$ cat src/rtl/branch_resolve_unit_if.sv
// Branch request/result bus between execute and the branch resolve unit.
// master: issuing side (drives requests, accepts results).
// slave : the branch resolve unit.
interface branch_resolve_unit_if #(
  parameter int XLEN = 32
);
  logic            in_valid;
  logic            in_ready;
  logic [XLEN-1:0] rs1;
  logic [XLEN-1:0] rs2;
  logic [2:0]      funct3;
  logic [XLEN-1:0] pc;
  logic [XLEN-1:0] imm;
  logic            pred_taken;
  logic            out_valid;
  logic            out_ready;
  logic            br_eq;
  logic            br_lt;
  logic            taken;
  logic            illegal;
  logic [XLEN-1:0] redirect_pc;
  logic            mispredict;

  modport master (
    output in_valid, rs1, rs2, funct3, pc, imm, pred_taken, out_ready,
    input  in_ready, out_valid, br_eq, br_lt, taken, illegal, redirect_pc, mispredict
  );

  modport slave (
    input  in_valid, rs1, rs2, funct3, pc, imm, pred_taken, out_ready,
    output in_ready, out_valid, br_eq, br_lt, taken, illegal, redirect_pc, mispredict
  );
endinterface

$ cat src/rtl/branch_resolve_unit.sv
// Pipelined branch resolution unit (RV32I BEQ/BNE/BLT/BGE/BLTU/BGEU).
// STAGES=1: compare and decide in one registered stage.
// STAGES=2: stage 1 registers eq/lts/ltu and pc+imm / pc+4, stage 2 decides.
// Optional feature macro: BRU_PERF_EN adds perf_branches / perf_mispredicts
// counters and ports.
module branch_resolve_unit #(
  parameter int XLEN   = 32,
  parameter int STAGES = 1
) (
  input  logic                clk,
  input  logic                rst,
  input  logic                flush,
`ifdef BRU_PERF_EN
  output logic [31:0]         perf_branches,
  output logic [31:0]         perf_mispredicts,
`endif
  branch_resolve_unit_if.slave bus
);
  localparam int NS = (STAGES == 1) ? 1 : 2;

  typedef struct packed {
    logic            br_eq;
    logic            br_lt;
    logic            taken;
    logic            illegal;
    logic            mis_raw;
    logic [XLEN-1:0] redirect_pc;
  } res_t;

  typedef struct packed {
    logic            eq;
    logic            lts;
    logic            ltu;
    logic [2:0]      f3;
    logic            pred;
    logic [XLEN-1:0] target;
    logic [XLEN-1:0] seq;
  } s1_t;

  // Final decision from the raw comparison flags; mis_raw is gated by valid at the output.
  function automatic res_t decide(input logic eq, input logic lts, input logic ltu,
                                  input logic [2:0] f3, input logic pred,
                                  input logic [XLEN-1:0] target,
                                  input logic [XLEN-1:0] seq);
    res_t r;
    r         = '0;
    r.br_eq   = eq;
    r.br_lt   = f3[1] ? ltu : lts;
    r.illegal = (f3[2:1] == 2'b01);
    case (f3)
      3'b000:  r.taken = eq;
      3'b001:  r.taken = ~eq;
      3'b100:  r.taken = lts;
      3'b101:  r.taken = ~lts;
      3'b110:  r.taken = ltu;
      3'b111:  r.taken = ~ltu;
      default: r.taken = 1'b0;
    endcase
    r.mis_raw     = ~r.illegal & (r.taken != pred);
    r.redirect_pc = r.taken ? target : seq;
    return r;
  endfunction

  // Operand compares and both candidate PCs for the incoming request.
  logic            in_eq, in_lts, in_ltu;
  logic [XLEN-1:0] in_target, in_seq;
  always_comb begin
    in_eq     = (bus.rs1 == bus.rs2);
    in_ltu    = (bus.rs1 < bus.rs2);
    in_lts    = ($signed(bus.rs1) < $signed(bus.rs2));
    in_target = bus.pc + bus.imm;
    in_seq    = bus.pc + XLEN'(4);
  end

  // Stage valids; vld_pipe[0] is the incoming request.
  logic [NS:1]   vld_pipe_q, vld_pipe_d;
  logic [NS:0]   vld_pipe;
  logic [NS+1:1] adv;
  logic [NS:1]   ld;

  // Each stage moves when empty or when the next one moves; flush kills everything.
  always_comb begin
    vld_pipe   = {vld_pipe_q, bus.in_valid};
    adv        = '0;
    ld         = '0;
    vld_pipe_d = '0;
    adv[NS+1]  = bus.out_ready;
    for (int k = NS; k >= 1; k--) begin
      adv[k] = ~vld_pipe[k] | adv[k+1];
    end
    for (int k = 1; k <= NS; k++) begin
      ld[k]         = adv[k] & vld_pipe[k-1] & ~flush;
      vld_pipe_d[k] = flush ? 1'b0 : (adv[k] ? vld_pipe[k-1] : vld_pipe[k]);
    end
  end

  // Stage valid register.
  always_ff @(posedge clk) begin
    if (rst) vld_pipe_q <= '0;
    else     vld_pipe_q <= vld_pipe_d;
  end

  res_t res_q, res_d;

  generate
    if (NS == 1) begin : g_one
      // Decide straight from the input and capture on acceptance.
      always_comb begin
        res_d = res_q;
        if (ld[1]) res_d = decide(in_eq, in_lts, in_ltu, bus.funct3, bus.pred_taken,
                                  in_target, in_seq);
      end
    end else begin : g_two
      s1_t s1_q, s1_d;

      // Stage 1 captures compare flags and both candidate PCs.
      always_comb begin
        s1_d = s1_q;
        if (ld[1]) begin
          s1_d.eq     = in_eq;
          s1_d.lts    = in_lts;
          s1_d.ltu    = in_ltu;
          s1_d.f3     = bus.funct3;
          s1_d.pred   = bus.pred_taken;
          s1_d.target = in_target;
          s1_d.seq    = in_seq;
        end
      end

      // Stage 1 payload register.
      always_ff @(posedge clk) begin
        if (rst) s1_q <= '0;
        else     s1_q <= s1_d;
      end

      // Stage 2 decides from the registered flags.
      always_comb begin
        res_d = res_q;
        if (ld[2]) res_d = decide(s1_q.eq, s1_q.lts, s1_q.ltu, s1_q.f3, s1_q.pred,
                                  s1_q.target, s1_q.seq);
      end
    end
  endgenerate

  // Output payload register; held while the consumer stalls.
  always_ff @(posedge clk) begin
    if (rst) res_q <= '0;
    else     res_q <= res_d;
  end

  assign bus.in_ready    = adv[1];
  assign bus.out_valid   = vld_pipe_q[NS];
  assign bus.br_eq       = res_q.br_eq;
  assign bus.br_lt       = res_q.br_lt;
  assign bus.taken       = res_q.taken;
  assign bus.illegal     = res_q.illegal;
  assign bus.redirect_pc = res_q.redirect_pc;
  assign bus.mispredict  = vld_pipe_q[NS] & res_q.mis_raw;

`ifdef BRU_PERF_EN
  logic [31:0] perf_br_q, perf_br_d, perf_mis_q, perf_mis_d;
  logic        out_fire;

  // Count at the output transfer; flush never retracts a completed transfer.
  always_comb begin
    out_fire   = vld_pipe_q[NS] & bus.out_ready;
    perf_br_d  = perf_br_q  + {31'd0, out_fire & ~res_q.illegal};
    perf_mis_d = perf_mis_q + {31'd0, out_fire & bus.mispredict};
  end

  // Perf counters clear only on reset.
  always_ff @(posedge clk) begin
    if (rst) begin
      perf_br_q  <= '0;
      perf_mis_q <= '0;
    end else begin
      perf_br_q  <= perf_br_d;
      perf_mis_q <= perf_mis_d;
    end
  end

  assign perf_branches    = perf_br_q;
  assign perf_mispredicts = perf_mis_q;
`endif
endmodule

$ cat src/flat_wrapper.sv
// flat-port wrapper written by rule: the top's interface ports become plain ports
module branch_resolve_unit_flat 
#(
  parameter int XLEN   = 32,
  parameter int STAGES = 1
)
  (clk, rst, flush, bus_in_valid, bus_rs1, bus_rs2, bus_funct3, bus_pc, bus_imm, bus_pred_taken, bus_out_ready, bus_in_ready, bus_out_valid, bus_br_eq, bus_br_lt, bus_taken, bus_illegal, bus_redirect_pc, bus_mispredict);
  branch_resolve_unit_if #(.XLEN(XLEN)) bus_i ();
  input  logic clk;
  input  logic rst;
  input  logic flush;
  input wire logic [$bits(bus_i.in_valid)-1:0] bus_in_valid;
  input wire logic [$bits(bus_i.rs1)-1:0] bus_rs1;
  input wire logic [$bits(bus_i.rs2)-1:0] bus_rs2;
  input wire logic [$bits(bus_i.funct3)-1:0] bus_funct3;
  input wire logic [$bits(bus_i.pc)-1:0] bus_pc;
  input wire logic [$bits(bus_i.imm)-1:0] bus_imm;
  input wire logic [$bits(bus_i.pred_taken)-1:0] bus_pred_taken;
  input wire logic [$bits(bus_i.out_ready)-1:0] bus_out_ready;
  output wire logic [$bits(bus_i.in_ready)-1:0] bus_in_ready;
  output wire logic [$bits(bus_i.out_valid)-1:0] bus_out_valid;
  output wire logic [$bits(bus_i.br_eq)-1:0] bus_br_eq;
  output wire logic [$bits(bus_i.br_lt)-1:0] bus_br_lt;
  output wire logic [$bits(bus_i.taken)-1:0] bus_taken;
  output wire logic [$bits(bus_i.illegal)-1:0] bus_illegal;
  output wire logic [$bits(bus_i.redirect_pc)-1:0] bus_redirect_pc;
  output wire logic [$bits(bus_i.mispredict)-1:0] bus_mispredict;
  assign bus_i.in_valid = bus_in_valid;
  assign bus_i.rs1 = bus_rs1;
  assign bus_i.rs2 = bus_rs2;
  assign bus_i.funct3 = bus_funct3;
  assign bus_i.pc = bus_pc;
  assign bus_i.imm = bus_imm;
  assign bus_i.pred_taken = bus_pred_taken;
  assign bus_i.out_ready = bus_out_ready;
  assign bus_in_ready = bus_i.in_ready;
  assign bus_out_valid = bus_i.out_valid;
  assign bus_br_eq = bus_i.br_eq;
  assign bus_br_lt = bus_i.br_lt;
  assign bus_taken = bus_i.taken;
  assign bus_illegal = bus_i.illegal;
  assign bus_redirect_pc = bus_i.redirect_pc;
  assign bus_mispredict = bus_i.mispredict;
  branch_resolve_unit #(.XLEN(XLEN), .STAGES(STAGES)) u_core (.clk(clk), .rst(rst), .flush(flush), .bus(bus_i));
endmodule
$ cat config.mk
export PLATFORM = sky130hd
export DESIGN_NAME = branch_resolve_unit_flat
export DESIGN_NICKNAME = d
export VERILOG_FILES = /design/src/rtl/branch_resolve_unit_if.sv /design/src/rtl/branch_resolve_unit.sv /design/src/flat_wrapper.sv
export SDC_FILE = /design/constraint.sdc
export NUM_CORES = 1
export LEC_CHECK = 0
export ABC_AREA = 1
export ABC_CLOCK_PERIOD_IN_PS = 4900
export CORE_AREA = 2 2 89 134
export CTS_CLUSTER_DIAMETER = 60
export DETAILED_ROUTE_END_ITERATION = 10
export DIE_AREA = 0 0 91 136
export GPL_ROUTABILITY_DRIVEN = 0
export PLACE_DENSITY = 0.81
export SLEW_MARGIN = 10
export SYNTH_ARGS = -nofsm -noshare
export SYNTH_HDL_FRONTEND = slang
export SYNTH_SLANG_ARGS = --single-unit
export TNS_END_PERCENT = 20
$ cat constraint.sdc
create_clock -name clk -period 4.9 [get_ports clk]
set_input_delay 1.47 -clock clk [delete_from_list [all_inputs] [get_ports clk]]
set_output_delay 1.47 -clock clk [all_outputs]
set_load 0.02 [all_outputs]
==> impl_results.html <==
<table>
<tr><th>Metric</th><th>Value</th></tr>
<tr><th colspan="2">Route</th></tr>
<tr><td>Detail-routed via count per cell</td><td>5.232</td></tr>
<tr><td>Remaining routing DRC violations</td><td>0</td></tr>
<tr><td>Overall via count from detail_route</td><td>6304</td></tr>
<tr><td>Residual antenna-violating net count after detailed routing</td><td>0</td></tr>
<tr><td>Wire length after detailed routing</td><td>17780 um</td></tr>
<tr><td>Drt initial violations</td><td>332</td></tr>
<tr><td>Router iterations before antenna repair</td><td>5</td></tr>
<tr><td>Routed wire length per instance</td><td>14.76 um</td></tr>
<tr><th colspan="2">Clocking</th></tr>
<tr><td>Clock root buffer</td><td>sky130_fd_sc_hd__clkbuf_16</td></tr>
<tr><td>PostCTS Resize Cnt</td><td>0</td></tr>
<tr><td>Clk pin slew, worst setup/hold paths</td><td>0.05 ns</td></tr>
<tr><td>H-tree Lvls</td><td>2</td></tr>
<tr><td>CTS sink cnt</td><td>38</td></tr>
<tr><td>Buffer count from post-CTS setup fixing</td><td>0</td></tr>
<tr><td>Number of buffers inserted during clock tree synthesis</td><td>5</td></tr>
<tr><td>Clock latency on the worst-skew pair</td><td>0.28 ns</td></tr>
<tr><td>TritonCTS clock tree</td><td>yes</td></tr>
<tr><td>Post-cts hold buffer count</td><td>0</td></tr>
<tr><td>Deepest clock path buffer count</td><td>2</td></tr>
<tr><th colspan="2">Yosys</th></tr>
<tr><td>Synth async-reset ratio</td><td>0%</td></tr>
<tr><td>Seq cells post-synth</td><td>38</td></tr>
<tr><td>Count of yosys warnings during synthesis</td><td>0</td></tr>
<tr><td>Synthesized instance count</td><td>917</td></tr>
<tr><td>Number of distinct standard cells referenced by the synthesized netlist</td><td>35</td></tr>
<tr><td>Most common flop cell mapped by yosys</td><td>sky130_fd_sc_hd__dfxtp_1</td></tr>
<tr><td>Number of enable-type register cells in the synthesized netlist</td><td>0</td></tr>
<tr><td>Register area share after synthesis</td><td>13.89%</td></tr>
<tr><td>Syn Area/Cell</td><td>5.971 sq um</td></tr>
<tr><td>Post-synthesis instance area</td><td>0.005475 sq mm</td></tr>
<tr><td>Synthesized netlist net count</td><td>1119</td></tr>
<tr><th colspan="2">Layout</th></tr>
<tr><td>Non-filler cells, final</td><td>1205</td></tr>
<tr><td>Final #Nets</td><td>1256</td></tr>
<tr><td>Area delta synth-&gt;final</td><td>33.87%</td></tr>
<tr><td>Share of post-route cells with drive strength above 1</td><td>2.654%</td></tr>
<tr><td>Sequential Area</td><td>760.7 sq um</td></tr>
<tr><td>Finished Cell Area</td><td>0.007330 sq mm</td></tr>
<tr><td>Area of combinational cells with multiple inputs</td><td>0.003897 sq mm</td></tr>
<tr><td>Antenna diode count</td><td>0</td></tr>
<tr><td>Layout fillers</td><td>1109</td></tr>
<tr><td>Core utilization of the finished layout</td><td>64.92%</td></tr>
<tr><th colspan="2">Pwr</th></tr>
<tr><td>Total power per unit cell area</td><td>203.2 mW/mm^2</td></tr>
<tr><td>Static leakage</td><td>0.003491 uW</td></tr>
<tr><td>Total power consumption of the routed design</td><td>1489 uW</td></tr>
<tr><td>Worst IR Drop VDD</td><td>0.1274 mV</td></tr>
<tr><th colspan="2">STA</th></tr>
<tr><td>Period minus WS final</td><td>4.139 ns</td></tr>
<tr><td>Part of the cycle the worst path needs</td><td>84.48%</td></tr>
<tr><td>Achievable Freq</td><td>241.6 MHz</td></tr>
<tr><td># setup viols final</td><td>0</td></tr>
<tr><td>Actual slew at the worst max-slew pin</td><td>0.7648 ns</td></tr>
<tr><td>Pins over their slew limit</td><td>0</td></tr>
<tr><td>Summed negative setup slack over all endpoints</td><td>0 ns</td></tr>
<tr><td>Setup repair after global routing missed its margin</td><td>false</td></tr>
<tr><td>Max-slew headroom at the worst pin</td><td>48.54%</td></tr>
<tr><td>Final count of hold timing violations</td><td>0</td></tr>
<tr><td>Layout Skew</td><td>0.006823 ns</td></tr>
<tr><th colspan="2">Global route</th></tr>
<tr><td>Antenna violations before repair</td><td>0</td></tr>
<tr><td>Largest net degree at the start of global routing</td><td>59</td></tr>
<tr><td>Global-route wire length before repair</td><td>28340 um</td></tr>
<tr><td>Vias in the first global route</td><td>6138</td></tr>
<tr><td>Total Routing Usage GR</td><td>28.39%</td></tr>
<tr><td>Overflow left after global routing</td><td>0</td></tr>
<tr><th colspan="2">Setup path</th></tr>
<tr><td>Worst endpoint data arrival time</td><td>4.33 ns</td></tr>
<tr><td>Critical path type</td><td>in2reg</td></tr>
<tr><td>Critical path peak fanout</td><td>5</td></tr>
<tr><td>Type of destination of the critical path</td><td>flip-flop</td></tr>
<tr><td>Element type at the critical path start</td><td>input port</td></tr>
<tr><td>Endpoint required time on the critical path</td><td>5.09 ns</td></tr>
<tr><th colspan="2">Worst hold path</th></tr>
<tr><td>Hold WC Path Type</td><td>reg2reg</td></tr>
<tr><th colspan="2">Placed design</th></tr>
<tr><td>Number of cells in the design after placement</td><td>1197</td></tr>
<tr><td>Post-detail-place hpwl</td><td>15300 um</td></tr>
<tr><td>Area of placed instances</td><td>0.007131 sq mm</td></tr>
<tr><td>Port-buffer cells</td><td>175</td></tr>
<tr><th colspan="2">Floorplan</th></tr>
<tr><td>Cell row count</td><td>48</td></tr>
<tr><td>Starting Density</td><td>48.49%</td></tr>
<tr><td>Die span in x</td><td>91 um</td></tr>
<tr><td>Core ar.</td><td>0.01129 sq mm</td></tr>
<tr><td>Die height</td><td>136 um</td></tr>
<tr><td>Die footprint</td><td>0.01238 sq mm</td></tr>
<tr><td>Num ports</td><td>176</td></tr>
<tr><th colspan="2">Run status</th></tr>
<tr><td>Run status</td><td>complete, no violations</td></tr>
<tr><th colspan="2">Job</th></tr>
<tr><td>Max Cap Viol</td><td>0</td></tr>
</table>
## critical path: stages
cell	delay, ns
sky130_fd_sc_hd__clkdlybuf4s50_1	0.53
sky130_fd_sc_hd__ha_1	0.41
sky130_fd_sc_hd__nand2_1	0.11
sky130_fd_sc_hd__nor2_1	0.24
sky130_fd_sc_hd__nand4_1	0.12
sky130_fd_sc_hd__o21ai_0	0.62
sky130_fd_sc_hd__nand2_1	0.22
sky130_fd_sc_hd__nand2_1	0.12
sky130_fd_sc_hd__nand2_1	0.05
sky130_fd_sc_hd__nand2_1	0.10
sky130_fd_sc_hd__inv_1	0.05
sky130_fd_sc_hd__nand2_1	0.06
sky130_fd_sc_hd__nand3_1	0.08
sky130_fd_sc_hd__a21oi_1	0.15
## worst paths after layout
check,start,end,slack [ns],depth (start not counted)
min reg2reg,u_core.bus.br_lt,u_core.bus.br_lt,0.46,2
max reg2reg,u_core.bus.out_valid,u_core.bus.redirect_pc[18],3.38,7
min,u_core.bus.br_lt,u_core.bus.br_lt,0.46,2
max,bus_pc[11],u_core.bus.redirect_pc[28],0.76,14
## cell type report
class | count | area share (%)
Multi-Input combinational cell | 698 | 53.18
Timing Repair Buffer | 181 | 24.51
Sequential cell | 38 | 10.38
Inverter | 130 | 6.658
Tap cell | 150 | 2.561
Clock buffer | 6 | 1.895
Clock inverter | 2 | 0.8194
## per-layer routing
| metal | wire length [um] | up-vias | part of all wire [%] | GRT usage, % |
|---|---|---|---|---|
| met3 | 1085 | 62 | 6.1 | 3.104 |
| met4 | 972 | 0 | 5.5 | 16.58 |
| li1 | - | 3219 | - | - |
| met1 | 6426 | 2761 | 36 | 28.92 |
| met2 | 9295 | 262 | 52 | 55.10 |
| met5 | 0 | - | 0 | 0 |
## registers in the layout, indices dropped and copies added, names as in the netlist
name and count:
u_core.bus.out_valid 1, u_core.bus.illegal 1, u_core.bus.redirect_pc 32, u_core.bus.taken 1, u_core.bus.br_eq 1, u_core.bus.br_lt 1
u_core.res_q 1
## Yosys cell counts (7+ instances only)
master                     instances  area share (%)
sky130_fd_sc_hd__clkbuf_1          8            0.55
sky130_fd_sc_hd__inv_1           129             8.8
sky130_fd_sc_hd__ha_1             64              15
sky130_fd_sc_hd__nand4_1          15             1.7
sky130_fd_sc_hd__nand2_1         209              14
sky130_fd_sc_hd__nor2_1          108             7.4
sky130_fd_sc_hd__nor3_1           17             1.6
sky130_fd_sc_hd__o21ai_0          39             3.6
sky130_fd_sc_hd__buf_4            32             4.4
sky130_fd_sc_hd__dfxtp_1          38              14
sky130_fd_sc_hd__a21oi_1          69             6.3
sky130_fd_sc_hd__nand3_1          77             7.0
sky130_fd_sc_hd__nand2_2           7            0.80
sky130_fd_sc_hd__xor2_1           34             5.4
sky130_fd_sc_hd__o21ai_1          10            0.91
sky130_fd_sc_hd__xnor2_1          15             2.4
## report_power, final
group | total [uW] | leakage, uW | internal (uW) | switching [uW]
sequential | 349 | 0.000312 | 334 | 15.1
combinational | 714 | 0.00308 | 310 | 404
clock | 426 | 0.0000971 | 305 | 121
total | 1490 | 0.00349 | 949 | 540
## per-stage QoR
| stage | setup slack [ns] | hold slack [ns] |
|---|---|---|
| floorplan | 1.513 | 0.4454 |
| finish | 0.7607 | 0.4650 |
| global placement | 0.6350 | 0.4505 |
| CTS | 0.7565 | 0.4669 |
| global route | 0.5090 | 0.4788 |
| detailed placement | 0.6017 | 0.4560 |
## kinds of logic after synthesis
kind of cell,after synthesis,share of synthesized area (%)
compound gates,140,13.78
xor+xnor,49,7.838
fa+ha+maj,65,14.99
buf+inv,181,15.01
flops,38,13.89
simple gates,444,34.48
## cells in the final DEF, fill, tap and decap left out, drive strengths merged, types with 3 or more instances in the layout
| cell | synthesis | layout |
|---|---|---|
| nand2 | 216 | 216 |
| inv | 130 | 130 |
| xnor2 | 15 | 15 |
| nor4 | 6 | 6 |
| xor2 | 34 | 34 |
| nor2 | 112 | 112 |
| nand4 | 15 | 15 |
| ha | 64 | 64 |
| o21bai | 4 | 4 |
| o211ai | 3 | 3 |
| dfxtp | 38 | 38 |
| a21oi | 69 | 69 |
| nor3 | 17 | 17 |
| nand3 | 77 | 77 |
| o21ai | 49 | 49 |
| o21a | 6 | 6 |
| clkdlybuf4s50 | 0 | 175 |
| clkbuf | 8 | 6 |
| buf | 43 | 6 |
No activity file was read; power rests on OpenSTA's default activity.
